$ cat src/rtl/uart_tx_core.sv
// ---------------------------------------------------------------------------
// uart_tx_core
//
// Serial transmit engine that sits behind the UART APB register block.
// A one-cycle start request launches a frame. The byte is captured on the
// following cycle. The frame goes out on TxD as a start bit, then 5-8 data
// bits LSB first, then an optional parity bit, then 1-2 stop bits. A
// one-cycle TxDone pulse tells the register block to pop its next FIFO entry.
//
// Build option:
//   UART_TX_PARITY_EN  defined   -> PARITY state and parity generator built
//                      undefined -> PEN/EPS ignored, frames never carry parity
//
// Parameters:
//   OVERSAMPLE  PCLK ticks per baud-divider tick (bit = OVERSAMPLE*(UBRR+1))
//   UBRR_W      width of the baud divisor
//
// Ports:
//   PCLK     in   clock, all logic on the rising edge
//   PRESETn  in   asynchronous active-low reset
//   TxEn     in   transmitter enable; low forces the line idle and aborts
//   TxStart  in   one-cycle start request
//   TxData   in   frame byte, valid the cycle after TxStart
//   UBRR     in   baud divisor
//   DLS      in   data length select (0..3 -> 5..8 bits)
//   STOP     in   0 = one stop bit, 1 = two stop bits
//   PEN      in   parity enable
//   EPS      in   1 = even parity, 0 = odd parity
//   TxD      out  registered serial line, idle high
//   TxBusy   out  high from LOAD through the final stop bit
//   TxDone   out  one-cycle pulse when a frame completes normally
// ---------------------------------------------------------------------------
module uart_tx_core #(
  parameter int OVERSAMPLE = 16,
  parameter int UBRR_W     = 12
) (
  input  logic              PCLK,
  input  logic              PRESETn,
  input  logic              TxEn,
  input  logic              TxStart,
  input  logic [7:0]        TxData,
  input  logic [UBRR_W-1:0] UBRR,
  input  logic [1:0]        DLS,
  input  logic              STOP,
  input  logic              PEN,
  input  logic              EPS,
  output logic              TxD,
  output logic              TxBusy,
  output logic              TxDone
);

  localparam int OS_W = (OVERSAMPLE > 1) ? $clog2(OVERSAMPLE) : 1;
  localparam logic [OS_W-1:0] OS_MAX = OS_W'(OVERSAMPLE - 1);

  localparam logic [2:0] IDLE   = 3'd0;
  localparam logic [2:0] LOAD   = 3'd1;
  localparam logic [2:0] START  = 3'd2;
  localparam logic [2:0] DATA   = 3'd3;
`ifdef UART_TX_PARITY_EN
  localparam logic [2:0] PARITY = 3'd4;
`endif
  localparam logic [2:0] STOP1  = 3'd5;
  localparam logic [2:0] STOP2  = 3'd6;

  logic [2:0]        state;
  logic [UBRR_W-1:0] div_cnt;
  logic [OS_W-1:0]   os_cnt;
  logic [2:0]        bit_cnt;
  logic [7:0]        shift_q;
  logic [UBRR_W-1:0] ubrr_q;
  logic [1:0]        dls_q;
  logic              stop_q;
  logic              txd_q;
  logic              done_q;
  logic              bit_end;
  logic [2:0]        last_bit;

  // A bit period ends when the divider and the oversample counter both wrap.
  assign bit_end  = (div_cnt == ubrr_q) && (os_cnt == OS_MAX);
  assign last_bit = {1'b0, dls_q} + 3'd4;

  assign TxD    = txd_q;
  assign TxDone = done_q;
  assign TxBusy = (state != IDLE);

`ifdef UART_TX_PARITY_EN
  // Parity is computed once from the masked byte at LOAD. It is then only
  // replayed in the PARITY state, so mid-frame PEN/EPS changes cannot leak in.
  logic [7:0] len_mask;
  logic       par_en_q;
  logic       par_bit_q;

  always_comb begin
    len_mask = 8'hFF;
    case (DLS)
      2'd0:    len_mask = 8'h1F;
      2'd1:    len_mask = 8'h3F;
      2'd2:    len_mask = 8'h7F;
      default: len_mask = 8'hFF;
    endcase
  end

  always_ff @(posedge PCLK or negedge PRESETn) begin
    if (!PRESETn) begin
      par_en_q  <= 1'b0;
      par_bit_q <= 1'b0;
    end else if (TxEn && (state == LOAD)) begin
      par_en_q  <= PEN;
      par_bit_q <= (^(TxData & len_mask)) ^ ~EPS;
    end
  end
`else
  logic unused_parity_cfg;
  assign unused_parity_cfg = PEN ^ EPS;
`endif

  // Main sequencer. LOAD latches the whole frame configuration and clears the
  // baud counters, so every bit of the frame is exactly one full bit time.
  // TxD is registered and always loaded with the value of the next bit at a
  // bit boundary.
  always_ff @(posedge PCLK or negedge PRESETn) begin
    if (!PRESETn) begin
      state   <= IDLE;
      txd_q   <= 1'b1;
      done_q  <= 1'b0;
      div_cnt <= '0;
      os_cnt  <= '0;
      bit_cnt <= '0;
      shift_q <= '0;
      ubrr_q  <= '0;
      dls_q   <= '0;
      stop_q  <= 1'b0;
    end else begin
      done_q <= 1'b0;
      if (!TxEn) begin
        state <= IDLE;
        txd_q <= 1'b1;
      end else begin
        case (state)
          IDLE: begin
            txd_q <= 1'b1;
            if (TxStart) state <= LOAD;
          end
          LOAD: begin
            shift_q <= TxData;
            ubrr_q  <= UBRR;
            dls_q   <= DLS;
            stop_q  <= STOP;
            div_cnt <= '0;
            os_cnt  <= '0;
            bit_cnt <= '0;
            txd_q   <= 1'b0;
            state   <= START;
          end
          default: begin
            if (div_cnt == ubrr_q) begin
              div_cnt <= '0;
              os_cnt  <= (os_cnt == OS_MAX) ? '0 : os_cnt + OS_W'(1);
            end else begin
              div_cnt <= div_cnt + UBRR_W'(1);
            end
            if (bit_end) begin
              case (state)
                START: begin
                  txd_q   <= shift_q[0];
                  shift_q <= {1'b0, shift_q[7:1]};
                  bit_cnt <= '0;
                  state   <= DATA;
                end
                DATA: begin
                  if (bit_cnt == last_bit) begin
`ifdef UART_TX_PARITY_EN
                    if (par_en_q) begin
                      txd_q <= par_bit_q;
                      state <= PARITY;
                    end else begin
                      txd_q <= 1'b1;
                      state <= STOP1;
                    end
`else
                    txd_q <= 1'b1;
                    state <= STOP1;
`endif
                  end else begin
                    txd_q   <= shift_q[0];
                    shift_q <= {1'b0, shift_q[7:1]};
                    bit_cnt <= bit_cnt + 3'd1;
                  end
                end
`ifdef UART_TX_PARITY_EN
                PARITY: begin
                  txd_q <= 1'b1;
                  state <= STOP1;
                end
`endif
                STOP1: begin
                  txd_q <= 1'b1;
                  if (stop_q) begin
                    state <= STOP2;
                  end else begin
                    state  <= IDLE;
                    done_q <= 1'b1;
                  end
                end
                STOP2: begin
                  txd_q  <= 1'b1;
                  state  <= IDLE;
                  done_q <= 1'b1;
                end
                default: begin
                  txd_q <= 1'b1;
                  state <= IDLE;
                end
              endcase
            end
          end
        endcase
      end
    end
  end

endmodule
$ cat config.mk
export PLATFORM = sky130hd
export DESIGN_NAME = uart_tx_core
export DESIGN_NICKNAME = d
export VERILOG_FILES = /design/src/rtl/uart_tx_core.sv
export SDC_FILE = /design/constraint.sdc
export NUM_CORES = 1
export LEC_CHECK = 0
export CAP_MARGIN = 10
export CORE_MARGIN = 4
export CORE_UTILIZATION = 50
export CTS_CLUSTER_DIAMETER = 30
export DETAILED_ROUTE_END_ITERATION = 8
export GPL_ROUTABILITY_DRIVEN = 0
export PLACE_DENSITY = 0.81
export SLEW_MARGIN = 15
export SYNTH_ARGS = -nofsm -noshare
export SYNTH_HDL_FRONTEND = slang
export SYNTH_SLANG_ARGS = --single-unit
$ cat constraint.sdc
create_clock -name PCLK -period 4.7 [get_ports PCLK]
set_clock_uncertainty 0.05 [all_clocks]
set_input_delay 0.705 -clock PCLK [delete_from_list [all_inputs] [get_ports PCLK]]
set_output_delay 0.705 -clock PCLK [all_outputs]
set_load 0.02 [all_outputs]
==> impl_results.md, run 1 <==
- Ys Warns: 0
- CTS tree: yes
- WL final: 4820 µm
- Clock transition at path regs: ~90 ps
- Max clock buf depth: 2
- Max-slew violation count: 0
- Row count: 25
- Synth top area cells: dfrtp_1, mux2_2, xnor2_1, a2bb2oi_1, nand2_1
- Die Span Y: just under 80 µm
- Setup tns final: 0 ps
- Headroom to the max-slew limit: 0.420
- Vias per cell: between 5 and 6
- Total Routing Usage GR: 0.172
- FFs w/ async S/R, synth: 1.00
- Status: finished, final reports clean
- Worst VDD drop: around 0.00025 V
- Hold Fails Final Rpt: 0
- Critical Path AT: 2820 ps
- Area grow syn2layout: 18.8%
- Critical path cell sequence: clkdlybuf4s50_1, nand2_1, a2111oi_4, a21boi_4, mux2i_1
- Largest net degree at the start of global routing: between 40 and 50
- Grt ovf: 0
- Clock Latency Late Sink: 300 ps
- CTS Hold Bufs: 0
- Inst Count DP: 310
- Pre-antenna DRT Iters: 4
- Slowest CP cell: clkdlybuf4s50_1
- ANT cells: 0
- Leading area contributor after synthesis: dfrtp_1
- Cell Area, Synth: approximately 0.0024 mm²
- Cell variety after synth: 46
- Path category of the worst min-delay check: primary input to async pin
- Fraction of layout cells with a size suffix above 1: 0.120
- M3 GR Usage: 0.0255
- Average cell area after synthesis: about 11 µm²
- Fin crit share: 0.563
- Fill cells: approximately 380
- Synth cell count leaders: dfrtp_1, nand2_1, mux2_2
- DR iter-0 viols: about 140
- Starting Density: 0.515
- Worst Max-Slew Pin Slew: approximately 870 ps
- Width of the die: about 78 µm
- Clk root buf: clkbuf_8
- Vias: 1,809
- Wire per inst: about 15 µm
- Post-DRT Antenna Nets: 0
- Critical Path End Type: flop
- GRT Max-Usage Layer: met2
- Initial antenna violation count: 0
- Static Leak: 1.19 nW
- Setup Crit Path Kind: primary input to flop
- Global-route track usage on met1: 0.231
- F_max: approximately 380 MHz
- Nets: roughly 280
- Fin crit period: 2640 ps
- Most instantiated library cell after synthesis: dfrtp_1
- Seq/Total Area, Yosys: 0.484
- Max_cap viols: 0
- CP max FO: 11
- RSZ-0062 raised after global routing: no
- IO Count: 32
- Setup bufs post-CTS: 0
- Die ar.: between 0.006 and 0.007 mm²
- Vias in the first global route: about 1,800
- TritonCTS Sinks: 47
- DP HPWL: 3370 µm
- Number of CTS-inserted buffers: 5
- Max stage delay on crit path: around 680 ps
- Final setup violation count: 0
- Synth Net Count: between 200 and 300
- Seq cells post-synth: 47
- Placed instance area: 0.00276 mm²
- Met2 usage: 0.278
- Core footprint: roughly 0.0047 mm²
- Post-route cell area: 0.00289 mm²
- Post-Syn Instances: between 200 and 250
- Crit start category: primary input
- Post-synth EDFFs: 0
- Post-synth top area share: 0.473
- First-pass GRT wire length: ~8500 µm
- Post-CTS Resized: 0
- CTS H-tree depth: 2
- Power per cell area: 523 mW/mm²
- CP Data Required Time: approximately 5000 ps
- Fin cells: between 300 and 400
- DRC: 0
- PortBufs: 29
- Prevailing post-synth register cell: dfrtp_1
## power breakdown
part           switching, mW  leakage [nW]  internal, mW
Combinational          0.213         0.543         0.253
Clock                  0.133        0.0654         0.213
Sequential             0.142         0.580         0.560
## cell families (layout without fill, tap and decap cells)
| logic type | after synthesis | in the layout | synth area share |
|---|---|---|---|
| buffers and inverters | 20 | 48 | 0.0360 |
| adder cells (fa/ha/maj) | 3 | 3 | 0.0154 |
| XOR/XNOR | 21 | 21 | 0.0755 |
| AO/OA/AOI/OAI | 41 | 41 | 0.138 |
| flip-flops | 47 | 47 | 0.484 |
| multiplexers | 21 | 21 | 0.0951 |
| AND/OR/NAND/NOR | 70 | 70 | 0.157 |
## layout by cell type, fill, tap and decap left out, types with 9 or more instances in the layout
| cell | netlist | routed |
|---|---|---|
| dfrtp_1 | 46 | 46 |
| clkdlybuf4s50_1 | 0 | 28 |
| nand2_1 | 20 | 20 |
| mux2_2 | 16 | 16 |
| xnor2_1 | 15 | 15 |
| nor2_1 | 11 | 11 |
| inv_1 | 11 | 11 |
| o22ai_1 | 9 | 9 |
| a2bb2oi_1 | 9 | 9 |
## worst paths after layout
kind / slack, ps / endpoint / depth (start not counted) / start
worst max-delay path: 2060 / bit_cnt[1] / 5 / TxEn
worst min-delay path: 360 / state[1] / 1 / PRESETn
worst max register to register: 2220 / os_cnt[1] / 4 / state[1]
worst min register to register: 480 / ubrr_q[5] / 1 / ubrr_q[5]
max in group asynchronous: 3850 / ubrr_q[8] / 1 / PRESETn
min in group PCLK: 480 / ubrr_q[5] / 1 / ubrr_q[5]
## area by class of cell
cell class | count | area [µm²] | area share
flip-flops and latches | 47 | 1180 | 0.407
multi-input cells | 156 | 1170 | 0.404
repair buffers | 29 | 288 | 0.0995
well taps | 67 | 83.8 | 0.0290
clock buffers | 6 | 72.6 | 0.0251
clock inverters | 2 | 60.1 | 0.0208
inverters | 11 | 41.3 | 0.0143
## per-stage QoR
| stage | setup slack, ps | hold WS (ps) | total power [mW] | utilization |
|---|---|---|---|---|
| 4_1_cts | 2050 | 488 | 1.52 | 0.612 |
| 3_3_place_gp | 1760 | 462 | 1.15 | 0.584 |
| 6_report | 2060 | 361 | 1.51 | 0.612 |
| 5_1_grt | 1890 | 412 | 1.62 | 0.612 |
| 2_1_floorplan | 2680 | 359 | 1.04 | - |
| 3_5_place_dp | 1720 | 468 | 1.18 | 0.584 |
## sequential cells by signal (all words and copies together) (netlist names)
name     count
TxD          1
state        3
TxDone       1
stop_q       1
os_cnt       4
div_cnt     12
dls_q        2
shift_q      8
ubrr_q      12
bit_cnt      3
## critical path: cells and delay by family
kind / cells / cell delay, ps
mux: 1 / 230
simple gates: 1 / 170
compound gates: 2 / 1040
buf+inv: 1 / 680
## metal layers
layer / routed length, µm / part of all wire
met1: 2190 / 0.46
met2: 2360 / 0.49
met3: 168 / 0.035
met4: 95 / 0.020
met5: 0 / 0
Power figures use the tool's default switching activity.
==> inputs of run 2 (changes only) <==
--- a/config.mk
+++ b/config.mk
@@ -7,11 +7,11 @@
 export LEC_CHECK = 0
 export CAP_MARGIN = 10
 export CORE_MARGIN = 4
-export CORE_UTILIZATION = 50
+export CORE_UTILIZATION = 49
 export CTS_CLUSTER_DIAMETER = 30
 export DETAILED_ROUTE_END_ITERATION = 8
 export GPL_ROUTABILITY_DRIVEN = 0
-export PLACE_DENSITY = 0.81
+export PLACE_DENSITY = 0.83
 export SLEW_MARGIN = 15
 export SYNTH_ARGS = -nofsm -noshare
 export SYNTH_HDL_FRONTEND = slang
==> constraint.sdc (replaced) <==
create_clock -name PCLK -period 2.2 [get_ports PCLK]
set_clock_uncertainty 0.05 [all_clocks]
set_input_delay 0.33 -clock PCLK [delete_from_list [all_inputs] [get_ports PCLK]]
set_output_delay 0.33 -clock PCLK [all_outputs]
set_load 0.02 [all_outputs]
==> impl_results.md, run 2 (same netlist as run 1, synthesis figures left out) <==
- Clock transition at path regs: 90 ps
- Total Routing Usage GR: 0.188
- Max clock buf depth: 2
- DP HPWL: between 3000 and 4000 µm
- Critical path cell sequence: xnor2_1, nand4_1, or4_1, mux2_1, a21o_1
- Vias: just under 2,000
- Max stage delay on crit path: ~630 ps
- Static Leak: about 1.3 nW
- Post-DRT Antenna Nets: 0
- Power per cell area: roughly 1100 mW/mm²
- Max-slew violation count: 0
- Critical Path End Type: flop
- Starting Density: 0.512
- DR iter-0 viols: around 170
- Final setup violation count: 0
- Slowest CP cell: or4_1
- DP Worst Slack: 83.3 ps
- Core footprint: about 0.0048 mm²
- Path category of the worst min-delay check: flop to flop
- Biggest regs: div_cnt (12), ubrr_q (12), shift_q (8)
- Max_cap viols: 0
- Final Util: 0.631
- Commonest cells after routing, fill and taps aside: dfrtp_1, clkdlybuf4s50_1, nand2_1
- TritonCTS Sinks: 47
- Setup tns final: 0 ps
- Die ar.: 0.00616 mm²
- Vias per cell: 5.88
- Grt ovf: 0
- CTS H-tree depth: 2
- Fraction of layout cells with a size suffix above 1: 0.184
- Critical Path AT: about 2300 ps
- Most common cell after layout, fill and taps aside: dfrtp_1
- Fin crit period: approximately 2200 ps
- Clk root buf: clkbuf_8
- Number of CTS-inserted buffers: 5
- Nets: 297
- Area grow syn2layout: 23.3%
- CP max FO: 4
- Largest net degree at the start of global routing: 26
- Setup Crit Path Kind: flop to flop
- IO Count: 32
- CP Data Required Time: ~2400 ps
- Row count: 25
- Headroom to the max-slew limit: 0.632
- Width of the die: 78.5 µm
- First-pass GRT wire length: between 9000 and 10,000 µm
- Setup bufs post-CTS: 0
- ANT cells: 0
- F_max: roughly 460 MHz
- Crit start category: flop
- Fin crit share: 0.978
- Worst hold margin: 472 ps
- DRC: 0
- Initial antenna violation count: 0
- Vias in the first global route: 1,962
- Final worst-path setup slack: between 40 and 50 ps
- Die Span Y: around 80 µm
- Pre-antenna DRT Iters: 4
- Hold Fails Final Rpt: 0
- PortBufs: 29
- WL final: 5700 µm
- Wire per inst: between 15 and 20 µm
- Worst VDD drop: between 0.0006 and 0.0007 V
- Status: finished, final reports clean
- CTS tree: yes
- Worst Max-Slew Pin Slew: 553 ps
- Clock Latency Late Sink: approximately 310 ps
## run 2: per-layer routing
metal / vias up / track usage / part of all wire
met3: 14 / 0.0390 / 0.070
met5: - / 0 / 0
li1: 892 / - / -
met2: 82 / 0.313 / 0.50
met4: 0 / 0.0734 / 0.021
met1: 969 / 0.239 / 0.41
## run 2: area by class of cell
class | instances | area, µm²
sequential | 47 | 1180
tap | 67 | 83.8
multi-input combinational | 156 | 1200
clock buffer | 6 | 72.6
inverter | 11 | 41.3
timing repair buffer | 44 | 413
clock inverter | 2 | 12.5
fill | 374 | 1750
## run 2: power by group
| group | internal [mW] | leakage (nW) | switching (mW) | total [mW] |
|---|---|---|---|---|
| clock | 0.223 | 0.0412 | 0.308 | 0.530 |
| sequential | 1.20 | 0.578 | 0.323 | 1.52 |
| combinational | 0.620 | 0.638 | 0.543 | 1.16 |
| total | 2.04 | 1.26 | 1.17 | 3.21 |
## run 2: through the flow
step           cell area [µm²]  total power [mW]  cells
2_1_floorplan             2430              2.23    223
3_3_place_gp              2880              2.54    324
3_5_place_dp              2880              2.60    324
4_1_cts                   2970              3.12    333
5_1_grt                   3000              3.40    333
6_report                  3000              3.21    333
## run 2: path summary, 6_finish.rpt
check | startpoint | slack [ps] | cells past startpoint | endpoint
hold / removal | bit_cnt[0] | 470 | 1 | bit_cnt[0]
hold reg to reg | bit_cnt[0] | 470 | 1 | bit_cnt[0]
max in group asynchronous | PRESETn | 1090 | 3 | os_cnt[0]
setup / recovery | div_cnt[6] | 50 | 5 | state[1]
setup reg to reg | div_cnt[6] | 50 | 5 | state[1]
min in group asynchronous | PRESETn | 490 | 2 | ubrr_q[11]
## run 2: worst max-delay path, delay by kind of cell, from the launching register on
family	cells	cell delay [ps]
mux	1	350
xor+xnor	1	220
flops	1	420
simple gates	2	840
compound gates	1	180
## run 2: timing repair
action / 4_1_cts / 5_1_grt
hold buffers: 1 / 0
endpoints found under the hold margin: 21 / 0
setup endpoints to repair: 0 / 2
gates resized for setup: 0 / 5
